--- config.mk ---
export PLATFORM = sky130hd
export DESIGN_NAME = counter_mod_k_updown_flat
export DESIGN_NICKNAME = d
export VERILOG_FILES = /design/src/rtl/counter_mod_k_updown_pkg.sv /design/src/rtl/counter_mod_k_updown_if.sv /design/src/rtl/counter_mod_k_updown_term_detect.sv /design/src/rtl/counter_mod_k_updown.sv /design/src/flat_wrapper.sv
export SDC_FILE = /design/constraint.sdc
export NUM_CORES = 1
export LEC_CHECK = 0
export ABC_AREA = 1
export BUFFER_PORTS_ARGS = -buffer_cell sky130_fd_sc_hd__buf_2
export CORE_MARGIN = 2
export CORE_UTILIZATION = 30
export CTS_CLUSTER_DIAMETER = 50
export DETAILED_ROUTE_END_ITERATION = 10
export MAX_ROUTING_LAYER = met4
export SLEW_MARGIN = 20
export SYNTH_ARGS = -nofsm -noshare
export SYNTH_HDL_FRONTEND = slang
export SYNTH_HIERARCHICAL = 1
export SYNTH_SLANG_ARGS = --single-unit
export TNS_END_PERCENT = 50
--- constraint.sdc ---
create_clock -name i_clk -period 2.3 [get_ports i_clk]
set_input_delay 0.115 -clock i_clk [delete_from_list [all_inputs] [get_ports i_clk]]
set_output_delay 0.115 -clock i_clk [all_outputs]
set_load 0.02 [all_outputs]
--- src/rtl/counter_mod_k_updown_pkg.sv ---
// counter_pkg: shared direction type and effective-modulus helper for the mod-k counter
package counter_pkg;

    localparam int N_MAX = 32;

    typedef enum logic {DIR_DOWN, DIR_UP} dir_t;

    // A programmed modulus of 0 stands for 2**n, so the result needs one extra bit
    function automatic logic [N_MAX:0] k_eff(input logic [N_MAX-1:0] k, input int unsigned n);
        return (k == '0) ? ((N_MAX+1)'(1) << n) : {1'b0, k};
    endfunction

endpackage

--- src/rtl/counter_mod_k_updown_if.sv ---
// counter_mod_k_updown_if: control and status bundle of the mod-k up/down counter
interface counter_mod_k_updown_if #(parameter int N = 4);

    logic         i_en;
    logic         i_up;
    logic [N-1:0] i_k;
    logic         i_load;
    logic [N-1:0] i_load_val;
    logic [N-1:0] o_count;
    logic [N-1:0] o_k_active;
    logic         o_roll_over;

    modport master (
        output i_en, i_up, i_k, i_load, i_load_val,
        input  o_count, o_k_active, o_roll_over
    );

    modport slave (
        input  i_en, i_up, i_k, i_load, i_load_val,
        output o_count, o_k_active, o_roll_over
    );

endinterface

--- src/rtl/counter_mod_k_updown_term_detect.sv ---
// counter_term_detect: terminal-count detection and wrap target for the mod-k counter
module counter_term_detect
    import counter_pkg::*;
#(
    parameter int N = 4
) (
    input  logic [N-1:0] count_i,
    input  logic [N-1:0] k_act_i,
    input  logic [N-1:0] k_next_i,
    input  dir_t         dir_i,
    output logic         at_term_o,
    output logic [N-1:0] wrap_val_o
);

    logic [N:0] keff_act;
    logic [N:0] keff_next;

    // Terminal uses the modulus in force; the wrap target already uses the requested one
    always_comb begin
        keff_act   = (N+1)'(k_eff(N_MAX'(k_act_i), N));
        keff_next  = (N+1)'(k_eff(N_MAX'(k_next_i), N));
        at_term_o  = count_i == ((dir_i == DIR_UP) ? N'(keff_act - 1'b1) : '0);
        wrap_val_o = (dir_i == DIR_UP) ? '0 : N'(keff_next - 1'b1);
    end

endmodule

--- src/rtl/counter_mod_k_updown.sv ---
// counter_mod_k_updown: up/down counter modulo a shadowed runtime k with load and cascade carry
module counter_mod_k_updown
    import counter_pkg::*;
#(
    parameter int N     = 4,
    parameter int K_DEF = 4
) (
    input  logic                   i_clk,
    input  logic                   i_reset,
    counter_mod_k_updown_if.slave  bus
);

    logic [N-1:0] count_q, count_d;
    logic [N-1:0] k_act_q, k_act_d;
    logic [N:0]   keff_req;
    logic [N-1:0] load_cnt;
    logic [N-1:0] wrap_val;
    logic         at_term;
    dir_t         dir;

    assign dir = dir_t'(bus.i_up);

    counter_term_detect #(.N(N)) u_term (
        .count_i    (count_q),
        .k_act_i    (k_act_q),
        .k_next_i   (bus.i_k),
        .dir_i      (dir),
        .at_term_o  (at_term),
        .wrap_val_o (wrap_val)
    );

    // Priority load > enable > hold; k_act only picks up i_k on a load or a wrap
    always_comb begin
        keff_req = (N+1)'(k_eff(N_MAX'(bus.i_k), N));
        load_cnt = ({1'b0, bus.i_load_val} < keff_req) ? bus.i_load_val : N'(keff_req - 1'b1);
        count_d  = bus.i_load ? load_cnt :
                   !bus.i_en  ? count_q  :
                   at_term    ? wrap_val :
                   (dir == DIR_UP) ? count_q + 1'b1 : count_q - 1'b1;
        k_act_d  = (bus.i_load || (bus.i_en && at_term)) ? bus.i_k : k_act_q;
    end

    // Count and active-modulus registers, async reset to the default modulus
    always_ff @(posedge i_clk or posedge i_reset) begin
        if (i_reset) begin
            count_q <= '0;
            k_act_q <= N'(K_DEF);
        end else begin
            count_q <= count_d;
            k_act_q <= k_act_d;
        end
    end

    assign bus.o_count     = count_q;
    assign bus.o_k_active  = k_act_q;
    assign bus.o_roll_over = bus.i_en & ~bus.i_load & at_term;

endmodule
--- src/flat_wrapper.sv ---
// flat-port wrapper written by rule: the top's interface ports become plain ports
module counter_mod_k_updown_flat import counter_pkg::*;
#(
    parameter int N     = 4,
    parameter int K_DEF = 4
)
  (i_clk, i_reset, bus_i_en, bus_i_up, bus_i_k, bus_i_load, bus_i_load_val, bus_o_count, bus_o_k_active, bus_o_roll_over);
  counter_mod_k_updown_if #(.N(N)) bus_i ();
  input  logic i_clk;
  input  logic i_reset;
  input wire logic [$bits(bus_i.i_en)-1:0] bus_i_en;
  input wire logic [$bits(bus_i.i_up)-1:0] bus_i_up;
  input wire logic [$bits(bus_i.i_k)-1:0] bus_i_k;
  input wire logic [$bits(bus_i.i_load)-1:0] bus_i_load;
  input wire logic [$bits(bus_i.i_load_val)-1:0] bus_i_load_val;
  output wire logic [$bits(bus_i.o_count)-1:0] bus_o_count;
  output wire logic [$bits(bus_i.o_k_active)-1:0] bus_o_k_active;
  output wire logic [$bits(bus_i.o_roll_over)-1:0] bus_o_roll_over;
  assign bus_i.i_en = bus_i_en;
  assign bus_i.i_up = bus_i_up;
  assign bus_i.i_k = bus_i_k;
  assign bus_i.i_load = bus_i_load;
  assign bus_i.i_load_val = bus_i_load_val;
  assign bus_o_count = bus_i.o_count;
  assign bus_o_k_active = bus_i.o_k_active;
  assign bus_o_roll_over = bus_i.o_roll_over;
  counter_mod_k_updown #(.N(N), .K_DEF(K_DEF)) u_core (.i_clk(i_clk), .i_reset(i_reset), .bus(bus_i));
endmodule
==> results of run 1 <==
through the flow:
step           instance area (µm²)  power (mW)  setup WS, ns  utilization  hold slack (ns)
6_report                      1150       0.727         0.228        0.380            0.182
5_1_grt                       1150       0.805       0.00194        0.380            0.193
4_1_cts                       1130       0.724         0.151        0.374            0.171
3_5_place_dp                  1100       0.604         0.329        0.362           0.0659
3_3_place_gp                  1100       0.605         0.322        0.362           0.0659
2_1_floorplan                  947       0.499         0.353            -          -0.0701
cells in the mapped netlist (all sizes together):
cell type | n | area share
a21oi | 10 | 0.065
nand4 | 3 | 0.020
dfrtp | 7 | 0.18
nor2 | 24 | 0.11
ha | 9 | 0.12
inv | 28 | 0.11
o21bai | 1 | 0.0079
o21ai | 1 | 0.0053
nand2 | 42 | 0.17
nand3 | 18 | 0.095
nor3 | 2 | 0.011
fa | 1 | 0.021
xnor2 | 3 | 0.028
dfstp | 1 | 0.028
o31ai | 1 | 0.0079
a22oi | 1 | 0.0079
buf | 1 | 0.012
critical path: stages (launching register included):
cell     delay (ns)
dfrtp_1        0.37
inv_1          0.07
ha_1           0.34
nor2_4         0.11
nand2_1        0.05
nand2_1        0.06
nand3_1        0.07
nor2_1         0.10
nand2_1        0.06
nor2_2         0.11
inv_2          0.10
nor2_1         0.13
buf_4          0.15
routing by layer:
layer  vias to the layer above  track usage  share of wire
met1                       416        0.197           0.51
met4                         0       0.0635              0
met2                        22        0.205           0.45
li1                        539            -              -
met5                         -            -              0
met3                         0      0.00433          0.039
power by group through the flow:
stage          registers (mW)  clock network [mW]  logic (mW)
2_1_floorplan           0.255                   0       0.244
3_3_place_gp            0.227                   0       0.378
3_5_place_dp            0.227                   0       0.377
4_1_cts                 0.224               0.119       0.381
5_1_grt                 0.227               0.127       0.451
6_report                0.220               0.113       0.394
cells by family after synthesis:
kind of cell	share of synthesized area
and+or+nand+nor	0.400
buffers and inverters	0.126
xor gates and xnor gates	0.0277
DFF	0.213
AOI/OAI and AO/OA	0.0938
adders and majority gates	0.140
sequential cells by signal, indices dropped and copies added (netlist names):
name and cells:
u_core/bus.o_count 4, u_core/bus.o_k_active 4
layout make-up:
class                           instances  area [µm²]  area share
Sequential cell                         8         201       0.175
Clock buffer                            4        26.3      0.0229
Inverter                               28         108      0.0936
Tap cell                               44        55.1      0.0479
Multi-Input combinational cell        116         627       0.545
Timing Repair Buffer                   24         133       0.115
cell usage in the layout (no fill, tap or decap), drive strengths merged:
master and instances:
nand2 42, inv 28, nor2 24, buf 23, nand3 18, a21oi 10
ha 9, dfrtp 7, clkbuf 4, xnor2 3, nand4 3, nor3 2
dlygate4sd3 1, o31ai 1, a22oi 1, o21ai 1, fa 1, dfstp 1
o21bai 1
final timing paths:
kind	end	slack [ns]	depth (start not counted)
worst max-delay path	bus_o_roll_over	0.23	12
worst min-delay path	u_core/bus.o_count[0]	0.18	5
worst max register to register	u_core/bus.o_count[2]	0.37	14
worst min register to register	u_core/bus.o_k_active[2]	0.55	2
max in group asynchronous	u_core/bus.o_k_active[2]	1.68	3
min in group asynchronous	u_core/bus.o_count[2]	0.35	3
what timing repair did:
action	in CTS	in global routing
hold endpoints to repair	7	0
gates resized for setup	0	1
hold buffers	1	0
setup endpoints to repair	0	1
buffers inserted	0	2
==> flow_summary.toml, run 1 <==
[outcome]
status = "finished clean"

[clock_tree]
cts_tree = "yes"
htree_levels = 1
worstSkewPairLatency_ns = 0.25
clockBufferDepth = 2
clk_pin_slew_ns = 0.05
clkSinkCount = 8
root_buffer = "clkbuf_4"
cts_made_buffers = 3

[power_and_ir_drop]
pwr-share-comb = 0.541
ir_drop_mv = 0.162
p_leak_nw = 0.655
p_seq_frac = 0.303
power_switching_mw = 0.330
internal_power_mw = 0.397
power_density_nw_per_um2 = 632
clockPowerShare = 0.156
swShare = 0.454

[placement]
dp_hpwl_mm = 1.74
numPortBuffers = 21
place_congestion = 0.860
dpl.cell_count = 217

[sta]
rsz0062_at_grt = "false"
finalMaxSlewViolations = 0
setup_viol = 0
clock_skew_ns = 0.00224
hold_viol_final = 0
fin_setup_tns_ns = 0
post-route-min-period_ns = 2.07
min_period_over_period = 0.901
slew_headroom = 0.806
worst_pin_slew_ns = 0.290
fmax_ghz = 0.483

[layout]
fin_nets = 204
fill_cells = 347
area_growth_pct = 21.4
diodes = 0
layout-drive-gt1-share = 0.194
final_cells = 224

[global_routing]
grt_pass1_vias = 882
grt_max_degree = 12
track_usage = 0.139
overflow = 0
grt_pass1_wl_mm = 3.73
antenna_found_initial = 0

[worst_setup_path]
required_ns = 2.18
rr_startpoint = "u_core/bus.o_k_active[0]"
endpoint_kind = "output port"
startpoint = "u_core/bus.o_k_active[0]"
crit_path_start_kind = "flop"
arrival_ns = 1.96
cp_max_fo = 9
path_class = "reg2out"

[routing]
viasPerCell = 4.36
routedWlPerCell_um = 9.53
drt_first_iter_violations = 44
routed_wirelength_mm = 2.14
remaining_drc_errors = 0
firstDrtPassIters = 4
vias = 977
ant_nets = 0

[synth]
avgSynthCellArea_um2 = 6.19
yosysSeqAreaShare = 0.213
synth_fp_nets = 176
synthesis.area_um2 = 947
synthDistinctLibCells = 22
synth-warning-count = 6
syn_inst = 153
ys_seq_elements = 8

[floorplan]
fp-row-count = 20
ios = 22
chipWidth_um = 60.2
design.core.area_um2 = 3030
die_h_um = 60.2
initial_utilization = 0.313
dieArea_um2 = 3620

[hold_path]
min_from = "bus_i_load_val[0]"
worstHoldPathType = "in2reg"

[job]
maxCapViolCount = 0
Note: power is estimated with default switching activity, not from simulation.
==> run 2, diff against run 1 <==
--- a/config.mk
+++ b/config.mk
@@ -8,10 +8,12 @@
 export ABC_AREA = 1
 export BUFFER_PORTS_ARGS = -buffer_cell sky130_fd_sc_hd__buf_2
 export CORE_MARGIN = 2
-export CORE_UTILIZATION = 30
+export CORE_UTILIZATION = 53
 export CTS_CLUSTER_DIAMETER = 50
 export DETAILED_ROUTE_END_ITERATION = 10
+export GPL_TIMING_DRIVEN = 0
 export MAX_ROUTING_LAYER = met4
+export PLACE_DENSITY = 0.79
 export SLEW_MARGIN = 20
 export SYNTH_ARGS = -nofsm -noshare
 export SYNTH_HDL_FRONTEND = slang
==> flow_summary.toml, run 2 (synthesis gave the netlist of run 1 again) <==
[power_and_ir_drop]
power_density_nw_per_um2 = 638
total_power_mw = 0.715
ir_drop_mv = 0.317
p_leak_nw = 0.652

[sta]
worst_pin_slew_ns = 0.282
finalMaxSlewViolations = 0
clock_skew_ns = 0.00522
fin_setup_tns_ns = 0
setup_viol = 0
min_period_over_period = 0.913
hold_viol_final = 0
fmax_ghz = 0.476
rsz0062_at_grt = "false"
slew_headroom = 0.812
post-route-min-period_ns = 2.10
fin_ws_ns = 0.200

[layout]
mostFrequentLayoutCells = "nand2_1, inv_1, buf_2, nor2_1, nand3_1"
final_area_um2 = 1120
area_growth_pct = 18.2
fin_util = 0.656
layout-drive-gt1-share = 0.190
fin_nets = 203
fill_cells = 150
layout_commonest_cell = "nand2_1"
multi_input_area_um2 = 627
seq_area_um2 = 201
diodes = 0

[outcome]
status = "finished clean"

[placement]
place_congestion = 0.775
pre_cts_slack_ns = 0.310
dp_hpwl_mm = 1.65
numPortBuffers = 21
place_area_um2 = 1080

[hold_path]
worstHoldPathType = "in2reg"

[worst_setup_path]
crit_path_start_kind = "flop"
cp_cell_sequence = "inv_1 > ha_1 > nor2_4 > nand2_1 > nand2_1 > nand3_1 > nor2_1 > nand2_1 > nor2_2 > inv_2 > nor2_1 > buf_2"
critPathBufInv = 3
cp_max_fo = 9
crit_top_cell = "nand2_1"
crit_family = "simple AND/OR/NAND/NOR gates"
cpPeakStageDelay_ns = 0.38
required_ns = 2.18
crit_slowest_cell = "dfrtp_1"
path_class = "reg2out"
endpoint_kind = "output port"
arrival_ns = 1.99

[global_routing]
track_usage = 0.205
overflow = 0
grt_pass1_vias = 777
antenna_found_initial = 0
grt_max_degree = 10
grt_pass1_wl_mm = 3.04

[routing]
firstDrtPassIters = 4
remaining_drc_errors = 0
routedWlPerCell_um = 9.54
drt_first_iter_violations = 16
routed_wirelength_mm = 1.95
ant_nets = 0
viasPerCell = 4.89
vias = 997

[clock_tree]
clk_pin_slew_ns = 0.05
cts_setup_buffers = 0
htree_levels = 1
clkSinkCount = 8
worstSkewPairLatency_ns = 0.25
cts_tree = "yes"
clockBufferDepth = 2
cts_made_buffers = 3
root_buffer = "clkbuf_4"

[floorplan]
design.core.area_um2 = 1710
fp-row-count = 15
die_h_um = 46.3
initial_utilization = 0.555
dieArea_um2 = 2140
chipWidth_um = 46.3
ios = 22

[job]
maxCapViolCount = 0
[run 2: worst min-delay path, delay by kind of cell]
kind,cells,cell delay (ns)
buf+inv,1,0.15
simple gates,2,0.13
[run 2: metrics by stage]
stage / hold WS [ns] / cells
after global routing: 0.204 / 204
after CTS: 0.184 / 204
after floorplan: -0.0701 / 153
after detailed placement: 0.0627 / 199
after global placement: 0.0548 / 199
final: 0.191 / 204
[run 2: layout make-up]
| cell class | instances | area share |
|---|---|---|
| Sequential cell | 8 | 0.180 |
| Inverter | 28 | 0.0961 |
| Tap cell | 25 | 0.0279 |
| Timing Repair Buffer | 22 | 0.103 |
| Multi-Input combinational cell | 116 | 0.560 |
| Buffer | 1 | 0.0101 |
| Clock buffer | 4 | 0.0235 |
[run 2: report_power, final]
group          internal [mW]  switching (mW)
Clock                 0.0662          0.0462
Combinational          0.146           0.235
Sequential             0.176          0.0461
Total                  0.388           0.327
[run 2: path summary, 6_finish.rpt]
kind,startpoint,end,slack [ns],cells past startpoint
setup / recovery,u_core/bus.o_k_active[0],bus_o_roll_over,0.20,12
setup reg to reg,u_core/bus.o_k_active[0],u_core/bus.o_k_active[2],0.30,13
min in group asynchronous,i_reset,u_core/bus.o_k_active[3],0.34,3
hold reg to reg,u_core/bus.o_k_active[2],u_core/bus.o_k_active[2],0.56,2
max in group asynchronous,i_reset,u_core/bus.o_k_active[2],1.68,3
hold / removal,bus_i_load,u_core/bus.o_count[2],0.19,3
[run 2: layer usage]
metal / track usage / vias up / share of wire
met4: 0.0686 / 0 / 0.0077
met5: - / - / 0
met2: 0.350 / 25 / 0.50
met3: 0.0118 / 2 / 0.035
met1: 0.255 / 433 / 0.46
li1: - / 537 / -
[run 2: what timing repair did]
action	in CTS	in global routing
endpoints found under the hold margin	7	0
hold buffers	1	0
gates resized for setup	0	0
